**config.mk**
```make
export PLATFORM = sky130hd
export DESIGN_NAME = peg_l2_mac_tx_framer
export DESIGN_NICKNAME = d
export VERILOG_FILES = /design/src/rtl/peg_l2_pkg.sv /design/src/rtl/peg_l2_crc32_gen.sv /design/src/rtl/peg_l2_mac_tx_framer.sv
export SDC_FILE = /design/constraint.sdc
export NUM_CORES = 1
export LEC_CHECK = 0
export ABC_AREA = 1
export BUFFER_PORTS_ARGS = -buffer_cell sky130_fd_sc_hd__clkbuf_2
export CAP_MARGIN = 40
export CORE_MARGIN = 4
export CORE_UTILIZATION = 39
export CTS_CLUSTER_DIAMETER = 30
export CTS_CLUSTER_SIZE = 20
export DETAILED_ROUTE_END_ITERATION = 16
export REMOVE_ABC_BUFFERS = 1
export SYNTH_ARGS = -nofsm -noshare
export SYNTH_HDL_FRONTEND = slang
export SYNTH_HIERARCHICAL = 1
export SYNTH_SLANG_ARGS = --single-unit
```
**constraint.sdc**
```tcl
create_clock -name rmii_ref_clk -period 3.6 [get_ports rmii_ref_clk]
set_clock_uncertainty 0.2 [all_clocks]
set_input_delay 0.72 -clock rmii_ref_clk [delete_from_list [all_inputs] [get_ports rmii_ref_clk]]
set_output_delay 0.72 -clock rmii_ref_clk [all_outputs]
set_load 0.02 [all_outputs]
```
**src/rtl/peg_l2_pkg.sv**
```systemverilog
// rtl/peg_l2_pkg.sv - shared FSM states, framing constants and CRC-32 byte step for the L2 MAC TX framer
package peg_l2_pkg;

    typedef enum logic [2:0] {
        ST_IDLE,
        ST_PRE,
        ST_SFD,
        ST_DATA,
        ST_PAD,
        ST_FCS,
        ST_IFG
    } tx_state_t;

    localparam logic [7:0]  PREAMBLE_BYTE = 8'h55;
    localparam logic [7:0]  SFD_BYTE      = 8'hD5;
    localparam logic [10:0] MIN_PAYLOAD   = 11'd60;
    // 0x04C11DB7 bit-reversed, for the LSB-first (reflected) shift
    localparam logic [31:0] CRC_POLY      = 32'hEDB88320;
    localparam logic [31:0] CRC_INIT      = 32'hFFFFFFFF;
    localparam int          FCS_LEN       = 4;
    localparam int          PRE_LEN       = 7;

    function automatic logic [31:0] crc32_byte(input logic [31:0] crc, input logic [7:0] data);
        logic [31:0] c;
        c = crc ^ {24'd0, data};
        for (int i = 0; i < 8; i++) begin
            c = c[0] ? ((c >> 1) ^ CRC_POLY) : (c >> 1);
        end
        return c;
    endfunction

endpackage

```
**src/rtl/peg_l2_crc32_gen.sv**
```systemverilog
// rtl/peg_l2_crc32_gen.sv - registered byte-wise reflected CRC-32 accumulator
module peg_l2_crc32_gen
    import peg_l2_pkg::*;
(
    input  logic        clk,
    input  logic        rst_n,
    input  logic        init,
    input  logic        byte_valid,
    input  logic [7:0]  byte_data,
    output logic [31:0] crc
);

    // init wins over a same-cycle byte so a new frame always starts clean
    always_ff @(posedge clk or negedge rst_n) begin
        if (!rst_n) begin
            crc <= CRC_INIT;
        end else if (init) begin
            crc <= CRC_INIT;
        end else if (byte_valid) begin
            crc <= crc32_byte(crc, byte_data);
        end
    end

endmodule

```
**src/rtl/peg_l2_mac_tx_framer.sv**
```systemverilog
// rtl/peg_l2_mac_tx_framer.sv - MAC TX framer: preamble/SFD, payload, optional pad (PEG_L2_MAC_TX_PAD_EN), FCS, IFG
module peg_l2_mac_tx_framer
    import peg_l2_pkg::*;
#(
    parameter int PKT_DATA_W = 8,
    parameter int IFG_BYTES  = 12
) (
    input  logic                  rmii_ref_clk,
    input  logic                  rst_n,
    input  logic                  pkt_in_valid,
    input  logic                  pkt_in_sop,
    input  logic                  pkt_in_eop,
    input  logic [PKT_DATA_W-1:0] pkt_in_data,
    output logic                  pkt_in_ready,
    output logic                  pkt_out_valid,
    output logic                  pkt_out_sop,
    output logic                  pkt_out_eop,
    output logic [PKT_DATA_W-1:0] pkt_out_data,
    input  logic                  pkt_out_ready,
    output logic [15:0]           frame_cnt
);

    // The IDLE cycle that sees the next sop is the last idle byte-time,
    // so IFG itself only needs IFG_BYTES-1 empty cycles.
    localparam logic [7:0] IFG_LAST = 8'((IFG_BYTES > 1) ? IFG_BYTES - 2 : 0);

    tx_state_t state, state_next;

    logic [2:0]  pre_cnt;
    logic [10:0] byte_cnt, cnt_next;
    logic [1:0]  fcs_idx;
    logic [7:0]  ifg_cnt;
    logic [31:0] crc, fcs;
    logic [7:0]  fcs_byte;
    logic        out_free;

    logic                  ld, ld_sop, ld_eop;
    logic [PKT_DATA_W-1:0] ld_data;
    logic                  ready_c, frame_start, crc_valid;
    logic                  pre_inc, cnt_inc, fcs_inc, ifg_clr, ifg_inc, frame_inc;

    assign out_free     = !pkt_out_valid || pkt_out_ready;
    assign cnt_next     = (byte_cnt == 11'h7FF) ? byte_cnt : byte_cnt + 11'd1;
    assign fcs          = ~crc;
    assign fcs_byte     = fcs[{fcs_idx, 3'b000} +: 8];
    assign pkt_in_ready = rst_n && ready_c;

    peg_l2_crc32_gen u_crc (
        .clk        (rmii_ref_clk),
        .rst_n      (rst_n),
        .init       (frame_start),
        .byte_valid (crc_valid),
        .byte_data  (ld_data),
        .crc        (crc)
    );

    // FSM state register
    always_ff @(posedge rmii_ref_clk or negedge rst_n) begin
        if (!rst_n) begin
            state <= ST_IDLE;
        end else begin
            state <= state_next;
        end
    end

    // next-state, input handshake and output-register load decisions
    always_comb begin
        state_next  = state;
        ready_c     = 1'b0;
        ld          = 1'b0;
        ld_sop      = 1'b0;
        ld_eop      = 1'b0;
        ld_data     = '0;
        frame_start = 1'b0;
        crc_valid   = 1'b0;
        pre_inc     = 1'b0;
        cnt_inc     = 1'b0;
        fcs_inc     = 1'b0;
        ifg_clr     = 1'b0;
        ifg_inc     = 1'b0;
        frame_inc   = 1'b0;
        case (state)
            ST_IDLE: begin
                ready_c = pkt_in_valid && !pkt_in_sop;
                if (pkt_in_valid && pkt_in_sop) begin
                    ld          = 1'b1;
                    ld_sop      = 1'b1;
                    ld_data     = PREAMBLE_BYTE;
                    frame_start = 1'b1;
                    state_next  = ST_PRE;
                end
            end
            ST_PRE: begin
                if (out_free) begin
                    ld      = 1'b1;
                    ld_data = PREAMBLE_BYTE;
                    pre_inc = 1'b1;
                    if (pre_cnt == 3'(PRE_LEN - 1)) begin
                        state_next = ST_SFD;
                    end
                end
            end
            ST_SFD: begin
                if (out_free) begin
                    ld         = 1'b1;
                    ld_data    = SFD_BYTE;
                    state_next = ST_DATA;
                end
            end
            ST_DATA: begin
                ready_c = out_free;
                if (pkt_in_valid && out_free) begin
                    ld        = 1'b1;
                    ld_data   = pkt_in_data;
                    crc_valid = 1'b1;
                    cnt_inc   = 1'b1;
                    // a later sop means the client started a new frame: close this one
                    if (pkt_in_eop || (pkt_in_sop && byte_cnt != 11'd0)) begin
`ifdef PEG_L2_MAC_TX_PAD_EN
                        state_next = (cnt_next < MIN_PAYLOAD) ? ST_PAD : ST_FCS;
`else
                        state_next = ST_FCS;
`endif
                    end
                end
            end
`ifdef PEG_L2_MAC_TX_PAD_EN
            ST_PAD: begin
                if (out_free) begin
                    ld        = 1'b1;
                    ld_data   = '0;
                    crc_valid = 1'b1;
                    cnt_inc   = 1'b1;
                    if (cnt_next >= MIN_PAYLOAD) begin
                        state_next = ST_FCS;
                    end
                end
            end
`endif
            ST_FCS: begin
                if (out_free) begin
                    ld      = 1'b1;
                    ld_data = fcs_byte;
                    fcs_inc = 1'b1;
                    if (fcs_idx == 2'(FCS_LEN - 1)) begin
                        ld_eop     = 1'b1;
                        ifg_clr    = 1'b1;
                        state_next = ST_IFG;
                    end
                end
            end
            ST_IFG: begin
                // gap is timed from the cycle the eop byte has left the register
                if (!pkt_out_valid) begin
                    ifg_inc = 1'b1;
                    if (ifg_cnt == IFG_LAST) begin
                        frame_inc  = 1'b1;
                        state_next = ST_IDLE;
                    end
                end
            end
            default: state_next = ST_IDLE;
        endcase
    end

    // output register, per-frame counters and the wrapping frame counter
    always_ff @(posedge rmii_ref_clk or negedge rst_n) begin
        if (!rst_n) begin
            pkt_out_valid <= 1'b0;
            pkt_out_sop   <= 1'b0;
            pkt_out_eop   <= 1'b0;
            pkt_out_data  <= '0;
            pre_cnt       <= '0;
            byte_cnt      <= '0;
            fcs_idx       <= '0;
            ifg_cnt       <= '0;
            frame_cnt     <= '0;
        end else begin
            if (ld) begin
                pkt_out_valid <= 1'b1;
                pkt_out_sop   <= ld_sop;
                pkt_out_eop   <= ld_eop;
                pkt_out_data  <= ld_data;
            end else if (pkt_out_ready) begin
                pkt_out_valid <= 1'b0;
                pkt_out_sop   <= 1'b0;
                pkt_out_eop   <= 1'b0;
            end
            if (frame_start) begin
                pre_cnt  <= 3'd1;
                byte_cnt <= '0;
                fcs_idx  <= '0;
            end else begin
                if (pre_inc) pre_cnt  <= pre_cnt + 3'd1;
                if (cnt_inc) byte_cnt <= cnt_next;
                if (fcs_inc) fcs_idx  <= fcs_idx + 2'd1;
            end
            if (ifg_clr) begin
                ifg_cnt <= '0;
            end else if (ifg_inc) begin
                ifg_cnt <= ifg_cnt + 8'd1;
            end
            if (frame_inc) begin
                frame_cnt <= frame_cnt + 16'd1;
            end
        end
    end

endmodule

```
# [Word-level counts from Yosys, hierarchy flattened]
# Cells that the tools add are included.
[totals] regBits=86 in_bits=14 output_inout_bits=28
[op_classes] n_addsub=5 n_eq_ne=20 shift=1 n_mux=57 n_bitwise=10 reduce_logical=19
[ops] operator="32-bit 2-to-1 mux" n=10
[ops] operator="13-bit inverter with 14-bit output" n=8
[ops] operator="8-bit 2-to-1 mux" n=5
[ops] operator="8-bit case mux with 5 select lines" n=1
[ops] operator="3-bit 2-to-1 mux" n=12
[ops] operator="11-bit 2-to-1 mux" n=3
[ops] operator="32-bit inverter" n=1
[ops] operator="32-bit by 6-bit variable part select with 8-bit output" n=1
[ops] operator="32-bit by 8-bit bitwise XOR with 32-bit output" n=1
[ops] operator="2-bit inequality test (second input constant)" n=11
[ops] operator="1-bit 2-to-1 mux" n=19
[ops] operator="3-bit case mux with 6 select lines" n=1
[ops] operator="16-bit by 1-bit adder with 16-bit output (second input constant)" n=1
[ops] operator="7-bit 2-to-1 mux" n=2
[ops] operator="11-bit by 1-bit adder with 11-bit output (second input constant)" n=1
[ops] operator="11-bit equality test (second input constant)" n=1
[ops] operator="11-bit nonzero test" n=1
[ops] operator="10-bit AND reduction" n=1
[ops] operator="2-bit nonzero test" n=5
[ops] operator="3-bit equality test (second input constant)" n=3
[ops] operator="8-bit by 1-bit adder with 8-bit output (second input constant)" n=1
[ops] operator="8-bit by 4-bit equality test with 1-bit output (second input constant)" n=1
[ops] operator="3-bit by 2-bit equality test with 1-bit output (second input constant)" n=2
[ops] operator="1-bit logical AND" n=5
[ops] operator="other kinds (12)" n=15

# [Longest topological paths before layout]
# Gate-level depths: netlist of the first run.
[logic_depth] depth_word=24 ltp_mapped=19 ltp_nobuf=19

# [By module]
# Netlist of the first run, hierarchy kept.
[modules_own_cells] mod="peg_l2_mac_tx_framer" n_inst=1 cells_per_inst=440 area_each_um2=3258.1 seq_area_each_um2=1351.3
[modules_own_cells] mod="peg_l2_crc32_gen" n_inst=1 cells_per_inst=348 area_each_um2=2484.9 seq_area_each_um2=840.8

# [Least setup slack after synthesis of the first run]
# OpenSTA, ideal clock, no wires.
[synth_path] kind="in2reg" from="input pkt_out_ready" to="register u_crc.crc[20]" t_arrival_ns=2.299 required_ns=3.323 slack_ns=1.023 path_stages=14 n_path_buf=0 path_cell_list="nor2_2 inv_2 nand3_2 nand2_1 nor2_2 nand3_1 xnor2_1 nand2_2 nand2_4 inv_4 nand2_4 nand3_1 o21ai_1 nor2_1"
[synth_lines] item="from (decl)" line_no="peg_l2_mac_tx_framer.sv:19" source="input logic pkt_out_ready,"
[synth_lines] item="1-bit logical OR *" line_no="peg_l2_mac_tx_framer.sv:42" source="assign out_free = !pkt_out_valid || pkt_out_ready;"
[synth_lines] item="1-bit logical AND" line_no="peg_l2_mac_tx_framer.sv:112" source="if (pkt_in_valid && out_free) begin"
[synth_lines] item="8-bit 2-to-1 mux" line_no="peg_l2_mac_tx_framer.sv:112"
[synth_lines] item="8-bit case mux with 5 select lines *" line_no="peg_l2_mac_tx_framer.sv:82" source="case (state)"
[synth_lines] item="via ld_data[6]" line_no="peg_l2_mac_tx_framer.sv:38" source="logic [PKT_DATA_W-1:0] ld_data;"
[synth_lines] item="32-bit by 8-bit bitwise XOR with 32-bit output *" line_no="peg_l2_pkg.sv:25" source="c = crc ^ {24'd0, data};"
[synth_lines] item="13-bit inverter with 14-bit output (no line)"
[synth_lines] item="32-bit 2-to-1 mux * (7 in a row)" line_no="peg_l2_pkg.sv:27" source="c = c[0] ? ((c >> 1) ^ CRC_POLY) : (c >> 1);"
[synth_lines] item="13-bit inverter with 14-bit output (no line)"
[synth_lines] item="32-bit 2-to-1 mux *" line_no="peg_l2_pkg.sv:27"
[synth_lines] item="32-bit 2-to-1 mux *" line_no="peg_l2_crc32_gen.sv:19" source="end else if (byte_valid) begin"
[synth_lines] item="32-bit 2-to-1 mux *" line_no="peg_l2_crc32_gen.sv:17" source="end else if (init) begin"
[synth_lines] item="to (signal assigned)" line_no="peg_l2_crc32_gen.sv:20" source="crc <= crc32_byte(crc, byte_data);"
[synth_lines] item="to (decl)" line_no="peg_l2_crc32_gen.sv:10" source="output logic [31:0] crc"
# Mark *: on every way through the listed nets, which the timed path passes. The rest lies on a longest branch. The select of a mux whose other input is x is not followed.
# A chain may end at the register's enable or synchronous reset.

# [Worst setup path in the final report of the first run]
[layout_path] from="register fcs_idx[1]" to="register u_crc.crc[18]"
[layout_lines] item="from (decl)" line_no="peg_l2_mac_tx_framer.sv:31" source="logic [1:0] fcs_idx;"
[layout_lines] item="from (signal assigned)" line_no="peg_l2_mac_tx_framer.sv:196" source="if (fcs_inc) fcs_idx <= fcs_idx + 2'd1;"
[layout_lines] item="32-bit by 6-bit variable part select with 8-bit output *" line_no="peg_l2_mac_tx_framer.sv:45" source="assign fcs_byte = fcs[{fcs_idx, 3'b000} +: 8];"
[layout_lines] item="8-bit 2-to-1 mux *" line_no="peg_l2_mac_tx_framer.sv:141" source="if (out_free) begin"
[layout_lines] item="8-bit case mux with 5 select lines *" line_no="peg_l2_mac_tx_framer.sv:82"
[layout_lines] item="via ld_data[6]" line_no="peg_l2_mac_tx_framer.sv:38"
[layout_lines] item="32-bit by 8-bit bitwise XOR with 32-bit output *" line_no="peg_l2_pkg.sv:25"
[layout_lines] item="13-bit inverter with 14-bit output (no line)"
[layout_lines] item="32-bit 2-to-1 mux * (8 in a row)" line_no="peg_l2_pkg.sv:27"
[layout_lines] item="32-bit 2-to-1 mux *" line_no="peg_l2_crc32_gen.sv:19"
[layout_lines] item="32-bit 2-to-1 mux *" line_no="peg_l2_crc32_gen.sv:17"
# Marks and branches as above.

==> results by group, run 1 <==
Clock tree
  • Worst-path clk slew: 0.06 ns
  • Clk_lat worst skew: about 0.35 ns
  • CTS root buf: clkbuf_16
  • Number of buffers created by CTS: 9
  • Post-CTS setup buffer count: 0
  • Hold_buf cts: 0
  • CTS H-Tree Depth: 3
  • Cts repair resizes: 0
  • Sink Count: 86
  • CTS tree: built
  • Maximum root-to-sink buffer count: 2

Global routing
  • Largest net degree at the start of global routing: 51
  • Grt total ovfl: 0
  • Antenna violations before repair: 0
  • First-pass GRT wire length: 24.6 mm
  • Vias in the first global route: 4,656
  • Total Routing Usage GR: between 10% and 20%

Drt
  • ANT nets after route: 0
  • Final wirelength: about 15 mm
  • DRT iter0 DRCs: around 380
  • Drt drc: 0
  • WL/cell: 14.7 um
  • Pre-antenna DRT Iters: 5
  • Via count: 5,102
  • Vias/cell: 4.97

Outcome
  • Status: completed

Final layout
  • Leading cell type in the layout, fill and taps excluded: nand2_1
  • Final Non-Filler Cells: 1,026
  • Most frequent cells in the layout: nand2_1, nor2_1, inv_1, nand3_1, dfrtp_1
  • Final nets: 859
  • Layout fillers: 1,473
  • Antenna Cells: 0
  • Ratio of cells with drive above 1 in the final layout: 19.8%
  • Area Overhead vs Synth: 12.9%

STA
  • Relative slew slack: 56.1%
  • Final-report setup violation count: 0
  • Post-Route Setup TNS: 0 ns
  • Pins Over Slew Limit: 0
  • RSZ-0062 raised after global routing: false
  • Hold Slack: 0.236 ns
  • Tcrit/Tclk final: 81.6%
  • Final hold violations: 0
  • Fmax achieved: 0.341 GHz
  • Fin crit period: slightly below 3 ns
  • Worst slew pin tran: ~0.66 ns

Logic synthesis
  • Mapped Area: 5740 um^2
  • Post-synth EDFFs: 0
  • Post-synthesis sequential area ratio: a little under two fifths
  • Mapped Cells: 788
  • Seq cells post-synth: 86
  • Syn Area/Cell: 7.29 um^2
  • Netlist cell types: 44
  • Ys flop type: dfrtp_1
  • Synth warn: 6
  • Post-synth ARST share: 100%

Floorplanning
  • Starting Density: between 30% and 40%
  • Die Height: 129 um
  • Die area: 16,700 um^2
  • Die W: 129 um
  • Core area: ~14,000 um^2
  • Ports: 42
  • Row count: 44

Setup path
  • CP peak stage delay: 0.68 ns
  • Flop2flop setup slack: 0.66 ns
  • Crit end category: flop
  • Critical-path maximum fanout: 13
  • Worst Path Required: roughly 3.7 ns
  • Crit-path slowest cell: dfrtp_1
  • Startpoint types: flop
  • CP arrival: 3.02 ns
  • R2R cell count: 15
  • CP cell instances: inv_1 -> nor2_1 -> o21ai_0 -> nand3_1 -> nand3_1 -> xnor2_1 -> nand2_2 -> nand2_4 -> inv_4 -> nand2_1 -> nand2_1 -> nand2_1 -> nand3_1 -> nand2_1 -> inv_1
  • CP most frequent cell: nand2_1
  • Worst reg2reg startpoint: fcs_idx[1]
  • End of the worst register-to-register path: u_crc/crc[18]
  • Setup Crit Path Kind: flop to flop

Placed design
  • Hpwl dp: 11.1 mm
  • I/O Buffers: 41
  • Inst Count DP: 1,010
  • GP Congestion: 0.936

Pwr
  • Cell Pwr Density: just under 1000 nW/um^2
  • Leakage: between 3 and 4 nW
  • VDD IR max: between 0.4 and 0.5 mV

Job
  • Max-Cap Viols: 0

Min path
  • Worst hold path class: primary input to async pin
area by class of cell:
cell class,instances,area (um^2),area share [%]
Clock buffer,12,256,3.96
Clock inverter,4,55.1,0.849
Inverter,97,367,5.65
Multi-Input combinational cell,594,3120,48.1
Sequential cell,86,2190,33.8
Tap cell,184,230,3.55
Timing Repair Buffer,49,268,4.13
worst max-delay path by stage:
stage | start | end | slack, ns
6_report | fcs_idx[1] | u_crc/crc[18] | 0.66
3_3_place_gp | pkt_out_ready | u_crc/crc[23] | 0.45
2_1_floorplan | pkt_out_ready | u_crc/crc[17] | 0.73
3_5_place_dp | pkt_out_ready | u_crc/crc[18] | 0.43
5_1_grt | state[0] | u_crc/crc[24] | 0.42
4_1_cts | fcs_idx[1] | u_crc/crc[18] | 0.69
cells by family after synthesis:
group	share of synthesized area, %
flops	38.2
compound gates	9.54
fa+ha+maj	1.74
simple gates	35.2
buf+inv	7.58
xor+xnor	7.78
state kept, by name, indices dropped and copies added (netlist names):
| name | count |
|---|---|
| pkt_out_valid | 1 |
| u_crc/crc | 32 |
| pkt_out_eop | 1 |
| fcs_idx | 2 |
| ifg_cnt | 8 |
| pkt_out_data | 8 |
| frame_cnt | 16 |
| state | 3 |
| pkt_out_sop | 1 |
| byte_cnt | 11 |
| pre_cnt | 3 |
per-stage QoR:
step	utilization (%)	instance area, um^2	setup WS, ns	power [mW]
final	44.8	6480	0.664	6.24
after CTS	44.8	6480	0.688	6.24
after floorplan	-	5670	0.731	4.33
after global routing	44.8	6480	0.421	6.76
after global placement	42.6	6170	0.452	5.23
after detailed placement	42.6	6170	0.428	5.24
power breakdown:
part	switching, mW	internal [mW]	total [mW]
clock network	0.406	0.579	0.984
logic	2.36	1.22	3.58
registers	0.351	1.33	1.68
total	3.12	3.12	6.24
worst max-delay path, delay by kind of cell, from the launching register on:
kind                   cells  cell delay, ns
XOR/XNOR                   1            0.34
AND/OR/NAND/NOR           10            1.12
buffers and inverters      3            0.42
AO/OA/AOI/OAI              1            0.11
flip-flops                 1            0.68
cell usage after synthesis (2+ instances only):
master / number / area [um^2]
xor2_1: 34 / 298
or2_2: 5 / 31.3
nand2_2: 23 / 144
nor3_1: 12 / 60.1
o211ai_1: 3 / 22.5
xnor2_1: 12 / 105
nand2_4: 10 / 113
nand4_1: 14 / 87.6
a21oi_1: 20 / 100
nor2_1: 86 / 323
dfstp_2: 32 / 841
nor2_4: 3 / 33.8
o21ai_1: 27 / 135
nand3_1: 74 / 370
ha_1: 8 / 100
o22ai_1: 11 / 68.8
nor2_2: 5 / 31.3
clkbuf_1: 3 / 11.3
a21o_1: 4 / 30.0
dfrtp_1: 54 / 1350
inv_1: 75 / 282
buf_2: 5 / 25.0
clkinv_1: 2 / 7.51
o21ai_0: 27 / 135
inv_2: 19 / 71.3
nand2_1: 196 / 736
o21a_1: 2 / 15.0
nand3b_1: 6 / 45.0
layer usage:
| layer | global-route usage [%] | wire (um) | vias to the layer above |
|---|---|---|---|
| met5 | 0 | 0 | - |
| met4 | 6.61 | 292 | 0 |
| met3 | 2.89 | 649 | 24 |
| met2 | 28.7 | 6820 | 110 |
| met1 | 26.8 | 7270 | 2336 |
| li1 | - | - | 2632 |
Power figures use the tool's default switching activity.
==> run 2, diff against run 1 <==
==> constraint.sdc (replaced) <==
create_clock -name rmii_ref_clk -period 2.9 [get_ports rmii_ref_clk]
set_clock_uncertainty 0.2 [all_clocks]
set_input_delay 0.58 -clock rmii_ref_clk [delete_from_list [all_inputs] [get_ports rmii_ref_clk]]
set_output_delay 0.58 -clock rmii_ref_clk [all_outputs]
set_load 0.02 [all_outputs]
==> run 2 against run 1 <==
Against the previous run:
- final cell count grew 2.4%
- clock power grew 33%
- total power grew 31%
- first-iteration DRC count shrank 0.78%
- worst hold slack gained 0.040 ns
- die area is the same
- global-route usage shrank 0.28 points
- design area grew 4.1%
- register-to-register slack lost 0.44 ns
==> results by group, run 2 (same netlist as run 1, synthesis figures left out) <==
Outcome
  • Status: completed

STA
  • Post-Route Setup TNS: 0 ns
  • Worst slew pin tran: 0.647 ns
  • Hold Slack: 0.276 ns
  • Final hold violations: 0
  • Worst setup margin: 0.220 ns
  • RSZ-0062 raised after global routing: false
  • Fmax achieved: roughly 0.37 GHz
  • Final-report setup violation count: 0
  • Fin crit period: 2.68 ns
  • Pins Over Slew Limit: 0
  • Tcrit/Tclk final: between 90% and 100%
  • Relative slew slack: 56.9%

Drt
  • WL/cell: 14.2 um
  • Drt drc: 0
  • Vias/cell: 4.97
  • Via count: 5,223
  • Final wirelength: between 10 and 15 mm
  • Pre-antenna DRT Iters: 5
  • ANT nets after route: 0
  • DRT iter0 DRCs: 380

Setup path
  • R2R cell count: 19
  • End of the worst register-to-register path: u_crc/crc[17]
  • Critical-path maximum fanout: 7
  • Crit end category: flop
  • CP Capture Point: u_crc/crc[17]
  • Setup Crit Path Kind: flop to flop
  • Setup crit start: state[1]
  • Flop2flop setup slack: 0.22 ns
  • Worst Path Required: 2.98 ns
  • CP arrival: 2.76 ns
  • Worst reg2reg startpoint: state[1]
  • Startpoint types: flop

Pwr
  • Power consumption: about 8 mW
  • Leakage: 3.26 nW
  • VDD IR max: ~0.50 mV
  • Cell Pwr Density: around 1200 nW/um^2

Min path
  • Worst hold path class: flop to flop

Clock tree
  • Sink Count: 86
  • Number of buffers created by CTS: 9
  • CTS tree: built
  • CTS H-Tree Depth: 3
  • Post-CTS setup buffer count: 0
  • Worst-path clk slew: 0.06 ns
  • CTS root buf: clkbuf_16
  • Clk_lat worst skew: approximately 0.35 ns
  • Maximum root-to-sink buffer count: 2

Floorplanning
  • Die area: 16,700 um^2
  • Starting Density: 39.7%
  • Row count: 44
  • Die Height: 129 um
  • Core area: approximately 14,000 um^2
  • Ports: 42
  • Die W: 129 um

Final layout
  • Ratio of cells with drive above 1 in the final layout: 22.6%
  • Sequential cell area: 2200 um^2
  • Final Non-Filler Cells: 1,051
  • Core Util, Final: 46.6%
  • Leading cell type in the layout, fill and taps excluded: nand2_1
  • Design Area, Final: 6750 um^2
  • Layout fillers: 1,450
  • Area Overhead vs Synth: 17.5%
  • Final nets: 884
  • Most frequent cells in the layout: nand2_1, nor2_1, inv_1, nand3_1, dfrtp_1
  • Area of the multi-input gates: 3140 um^2
  • Antenna Cells: 0
  • Biggest regs: u_crc/crc: 32 flops, frame_cnt: 16 flops, byte_cnt: 11 flops
  • Reg with most FFs: u_crc/crc
  • Max reg flops: 32

Placed design
  • Hpwl dp: 11.2 mm
  • Inst Count DP: 1,034
  • I/O Buffers: 41
  • GP Congestion: 0.902
  • DP Area: between 6000 and 7000 um^2
  • Dpl ws: 0.0473 ns

Global routing
  • Antenna violations before repair: 0
  • Total Routing Usage GR: 18.4%
  • First-pass GRT wire length: about 24 mm
  • Grt total ovfl: 0
  • Vias in the first global route: 4,819
  • Largest net degree at the start of global routing: 49

Job
  • Max-Cap Viols: 0
-- run 2: how the worst min path moves through the flow --
stage	from	to	cells after the start
finish	pkt_out_sop	pkt_out_sop	2
global route	pre_cnt[2]	pre_cnt[2]	1
CTS	pkt_in_data[3]	pkt_out_data[3]	3
detailed placement	pkt_out_eop	pkt_out_eop	2
global placement	pkt_out_data[0]	pkt_out_data[0]	1
floorplan	rst_n	byte_cnt[0]	0
-- run 2: power by group --
part	internal, mW	total [mW]	leakage [nW]	switching [mW]
combinational	1.78	4.84	2.05	3.06
sequential	1.65	2.02	1.05	0.362
clock	0.841	1.31	0.161	0.469
total	4.28	8.17	3.26	3.89
-- run 2: layer usage --
metal | global-route usage [%] | vias up | routed length (um)
li1 | - | 2680 | -
met1 | 25.1 | 2401 | 7150
met2 | 29.9 | 122 | 6960
met3 | 2.43 | 20 | 595
met4 | 6.86 | 0 | 263
met5 | 0 | - | 0
-- run 2: area by class of cell --
cell class | count | share of cell area, %
Clock buffer | 12 | 3.50
Inverter | 97 | 5.47
Timing Repair Buffer | 74 | 7.15
Multi-Input combinational cell | 594 | 46.5
Clock inverter | 4 | 1.41
Tap cell | 184 | 3.41
Sequential cell | 86 | 32.5
-- run 2: what timing repair did --
item                       CTS  global route
setup endpoints to repair    0            16
hold buffers                 1             0
hold endpoints to repair    14             0
gates resized for setup      0             9
-- run 2: worst max-delay path, cell delays in order (launching register included) --
cell     delay [ns]
dfrtp_2        0.47
nor2_2         0.20
nand2_1        0.12
nor2_2         0.12
inv_2          0.04
nand2_1        0.06
nor2_2         0.03
buf_4          0.16
nand3_1        0.14
nand2_1        0.11
nand2_4        0.14
nand2_1        0.08
nand2_2        0.14
nand2_2        0.10
nand2_2        0.10
nor2_1         0.05
nor2_1         0.07
nand2_1        0.09
o21ai_1        0.09
inv_1          0.05
